### config.mk
export PLATFORM = sky130hd
export DESIGN_NAME = retire_map_tx
export DESIGN_NICKNAME = d
export VERILOG_FILES = /design/src/rtl/retire_map_tx.sv
export SDC_FILE = /design/constraint.sdc
export NUM_CORES = 1
export LEC_CHECK = 0
export ABC_AREA = 0
export CORE_UTILIZATION = 49
export CTS_CLUSTER_DIAMETER = 50
export CTS_CLUSTER_SIZE = 16
export DETAILED_ROUTE_END_ITERATION = 10
export PLACE_DENSITY = 0.79
export SETUP_SLACK_MARGIN = 0.02
export SYNTH_ARGS = -nofsm -noshare
export SYNTH_HDL_FRONTEND = slang
export SYNTH_SLANG_ARGS = --single-unit
export TNS_END_PERCENT = 1
### constraint.sdc
create_clock -name clock -period 9.2 [get_ports clock]
set_clock_uncertainty 0.2 [all_clocks]
set_input_delay 1.38 -clock clock [delete_from_list [all_inputs] [get_ports clock]]
set_output_delay 1.38 -clock clock [all_outputs]
set_load 0.02 [all_outputs]
### src/rtl/retire_map_tx.sv
// Retire stage and architectural map table.
// Up to WAYS instructions retire each cycle, oldest first. The committed map
// is updated, each previous mapping (told) is passed to the freelist, and the
// stage pulses a recovery request after a mispredicted branch retires. It
// stops accepting input after a halt retires.
module retire_map_tx #(
    parameter int WAYS   = 2,
    parameter int N_ARCH = 32,
    parameter int N_PHYS = 64,
    localparam int AW    = $clog2(N_ARCH),
    localparam int PW    = $clog2(N_PHYS)
) (
    input  logic                         clock,
    input  logic                         reset,
    input  logic [WAYS-1:0]              rob_valid_i,
    input  logic [WAYS-1:0]              rob_dest_valid_i,
    input  logic [WAYS-1:0][AW-1:0]      rob_arch_dest_i,
    input  logic [WAYS-1:0][PW-1:0]      rob_t_idx_i,
    input  logic [WAYS-1:0]              rob_mispredict_i,
    input  logic [WAYS-1:0]              rob_halt_i,
    output logic [WAYS-1:0]              ret_valid_o,
    output logic [WAYS-1:0][PW-1:0]      ret_told_idx_o,
    output logic                         br_recover_enable_o,
    output logic [N_ARCH-1:0][PW-1:0]    recovery_map_o,
    output logic [63:0]                  retired_count_o,
    output logic                         halted_o
);

    logic [N_ARCH-1:0][PW-1:0] arch_map_q, arch_map_d;
    logic [WAYS-1:0]           ret_valid_q, ret_valid_d;
    logic [WAYS-1:0][PW-1:0]   told_q, told_d;
    logic                      br_q, br_d;
    logic                      halted_q, halted_d;
    logic [63:0]               count_q, count_d;
    logic [63:0]               count_inc;
    logic                      ignore_inputs;
    logic                      cut_seen;

    // Inputs are dead during the ROB flush cycle and after a halt.
    assign ignore_inputs = br_q | halted_q;

    // Walk the slots oldest first: accept until a mispredict/halt cut (inclusive),
    // reading told from the map as already updated by older slots this cycle.
    always_comb begin
        arch_map_d  = arch_map_q;
        ret_valid_d = '0;
        told_d      = '0;
        br_d        = 1'b0;
        halted_d    = halted_q;
        count_inc   = 64'd0;
        cut_seen    = 1'b0;
        for (int i = 0; i < WAYS; i++) begin
            if (!ignore_inputs && rob_valid_i[i] && !cut_seen) begin
                count_inc = count_inc + 64'd1;
                if (rob_dest_valid_i[i]) begin
                    ret_valid_d[i]                  = 1'b1;
                    told_d[i]                       = arch_map_d[rob_arch_dest_i[i]];
                    arch_map_d[rob_arch_dest_i[i]]  = rob_t_idx_i[i];
                end
                if (rob_mispredict_i[i]) begin
                    br_d = 1'b1;
                end
                if (rob_halt_i[i]) begin
                    halted_d = 1'b1;
                end
                if (rob_mispredict_i[i] || rob_halt_i[i]) begin
                    cut_seen = 1'b1;
                end
            end
        end
        count_d = count_q + count_inc;
    end

    // Commit map updates and register every output; reset wins over retire.
    always_ff @(posedge clock) begin
        if (reset) begin
            for (int a = 0; a < N_ARCH; a++) begin
                arch_map_q[a] <= PW'(a);
            end
            ret_valid_q <= '0;
            told_q      <= '0;
            br_q        <= 1'b0;
            halted_q    <= 1'b0;
            count_q     <= 64'd0;
        end else begin
            arch_map_q  <= arch_map_d;
            ret_valid_q <= ret_valid_d;
            told_q      <= told_d;
            br_q        <= br_d;
            halted_q    <= halted_d;
            count_q     <= count_d;
        end
    end

    assign ret_valid_o         = ret_valid_q;
    assign ret_told_idx_o      = told_q;
    assign br_recover_enable_o = br_q;
    assign recovery_map_o      = arch_map_q;
    assign retired_count_o     = count_q;
    assign halted_o            = halted_q;

endmodule
==> results.cfg <==
[setup_path]
cp_top_family = simple AND/OR/NAND/NOR gates
max_stage_delay_ns = 0.98
cp_num_buf_inv = 1
crit_slowest_cell = a2111oi_0
cp_max_fo = 16
worstPathRequired_ns = 9.42
path_cells = clkdlybuf4s50_1 > or3_1 > nor3_2 > mux2i_1 > a2111oi_0 > nand4_1 > o31a_1
startpoint_type = primary input
crit_type = in2reg
end_kind = flop
r2r_setup_slack_ns = 4.92
worstPathArrival_ns = 5.82

[timing]
rsz0062_at_grt = no
setup_viol_count_final = 0
setup_slack_ns = 3.600
hold_viol = 0
slew_headroom_pct = 20.07
setup_tns_ns = 0
fin_crit_ns = 5.600
fin_crit_sh_pct = 60.87
drv_slew = 0
timing.fmax_mhz = 178.6
whs_ns = 0.2962
tightestPinTransition_ns = 1.169

[yosys]
yosys.area.top_type = dfxtp_1
synth.avg_cell_area_um2 = 8.699
yosys_warnings = 0
syn_nets = 1964
synth_most_common_cell = dfxtp_1
synthArstFlopShare_pct = 0
synth.area.top_cells = dfxtp_1 32%, mux2i_1 11%, mux4_2 6.4%
synth_common_cells = 272 x dfxtp_1, 190 x mux2i_1, 184 x nor2_1
yosysUniqueCellTypes = 73
syn_area_um2 = 16770
syn_inst = 1928
synth_edf_count = 0
yosysTopAreaCellShare_pct = 32.47
ys_ff_latch = 272
synth-seq-area-share_pct = 32.47
ys.flop_type = dfxtp_1

[floorplan]
die_y_um = 187.0
die_w_um = 187.0
io_pins = 304
initial_core_util_pct = 49.89
core_area_um2 = 33620
rows = 67
dieArea_um2 = 34970

[placement]
routabilityCongestion = 1.045
pre_cts_slack_ns = 3.298
place.detailed.hpwl_um = 52960
portBuffers = 303

[run]
cap_violations = 0

[finish]
syn2layout_area_growth_pct = 25.29
fin_util_pct = 62.51
multi_input_area_um2 = 10480
regArea_um2 = 5445
fillers = 2832
n_antenna_cell = 0
final_layout_size_suffix_gt1_share_pct = 10.76
nNetsFinal = 2140

[pwr]
p_per_area_nw_per_um2 = 141.8
peakVddDrop_uv = 134.2
switching_share_pct = 27.52
comb_power_share_pct = 10.4
power_uw = 2979
p_seq_share_pct = 40.2
p_clk_share_pct = 49.4
p_int_uw = 2159
p_leak_uw = 0.007437
switching_power_uw = 819.9

[route]
viasPerCell = 6.994
via_count = 18020
wl_um = 76090
first_pass_iters = 6
drc = 0
wl_per_cell_um = 29.54
postRouteAntennaNets = 0
drt_iter0_markers = 2989

[clock_tree]
cts.hold.buffers_added = 0
cts_buffer_depth = 3
cts_buffers = 37
postCtsSetupBuffers = 0
cts_resized = 0
cts_root_buf = clkbuf_16
insertion_delay_ns = 0.54
cts.sinks = 272
htreeDepth = 2
cts_tree = done
clk_pin_slew_ns = 0.06

[global_route]
antenna_found_initial = 2
use_met2_pct = 62.34
grt_util_all_layers_pct = 42.06
grt_pass1_wl_um = 111300
grt_pass1_vias = 16540
overflow = 0
met3_usage_pct = 11.09
gr-max-usage-layer = met2
use_met1_pct = 56.72
grt_max_degree = 105

[worst_hold_path]
hp-class = reg2reg

[outcome]
status = finished, final reports clean
## state kept, by name, indices dropped and copies added, names as in the netlist
| signal | cells |
|---|---|
| retired_count_o | 64 |
| br_recover_enable_o | 1 |
| halted_o | 1 |
| ret_told_idx_o | 12 |
| ret_valid_o | 2 |
| recovery_map_o | 192 |
## power groups by stage
stage,clock network [µW],logic [µW],registers [µW]
2_1_floorplan,0,166,1230
3_3_place_gp,0,291,1220
3_5_place_dp,0,293,1220
4_1_cts,1460,294,1200
5_1_grt,1510,312,1200
6_report,1470,310,1200
## routing by layer
layer  vias up  share of wire, %
li1       7519                 -
met1      8637                39
met2      1525                42
met3       332                13
met4         4               5.8
met5         -             0.033
## cell usage in the layout, fill, tap and decap left out, drive strengths merged, types with 36 or more instances in the layout
master	instances
clkdlybuf4s50	294
nand2	102
nand2b	77
mux4	48
xor2	44
nor2	185
a211oi	81
mux2i	190
nand4	76
nand3	173
o31ai	41
buf	46
o22ai	36
dfxtp	272
clkbuf	44
o21ai	75
a21oi	54
## through the flow
stage          area (µm²)  instances
6_report            21010       2576
5_1_grt             21010       2576
4_1_cts             21010       2576
3_5_place_dp        19790       2513
3_3_place_gp        19790       2513
2_1_floorplan       16770       1928
## worst min-delay path, cell delays in order (launching register included)
cell and delay [ns]:
dfxtp_1 0.32, o21ai_0 0.07, a21oi_1 0.06
## kinds of logic (layout without fill, tap and decap cells)
logic type / after synthesis / count (layout) / share of synthesized area, %
flops: 272 / 272 / 32.47
simple gates: 749 / 749 / 24.47
mux: 262 / 262 / 19.40
xor+xnor: 53 / 53 / 2.768
buf+inv: 211 / 411 / 5.341
compound gates: 377 / 377 / 15.22
fa+ha+maj: 4 / 4 / 0.3432
## worst paths after layout
| check | from | endpoint | cells after the start |
|---|---|---|---|
| setup reg to reg | halted_o | ret_told_idx_o[8] | 7 |
| hold reg to reg | retired_count_o[63] | retired_count_o[63] | 2 |
| hold / removal | retired_count_o[63] | retired_count_o[63] | 2 |
| setup / recovery | rob_arch_dest_i[3] | ret_told_idx_o[8] | 7 |
## cell type report
cell class | instances | share of cell area, %
multi-input combinational | 1445 | 49.88
sequential | 272 | 25.91
timing repair buffer | 340 | 15.58
clock buffer | 44 | 4.674
tap | 448 | 2.667
clock inverter | 19 | 1.137
inverter | 8 | 0.1429
No activity file was read; power rests on OpenSTA's default activity.
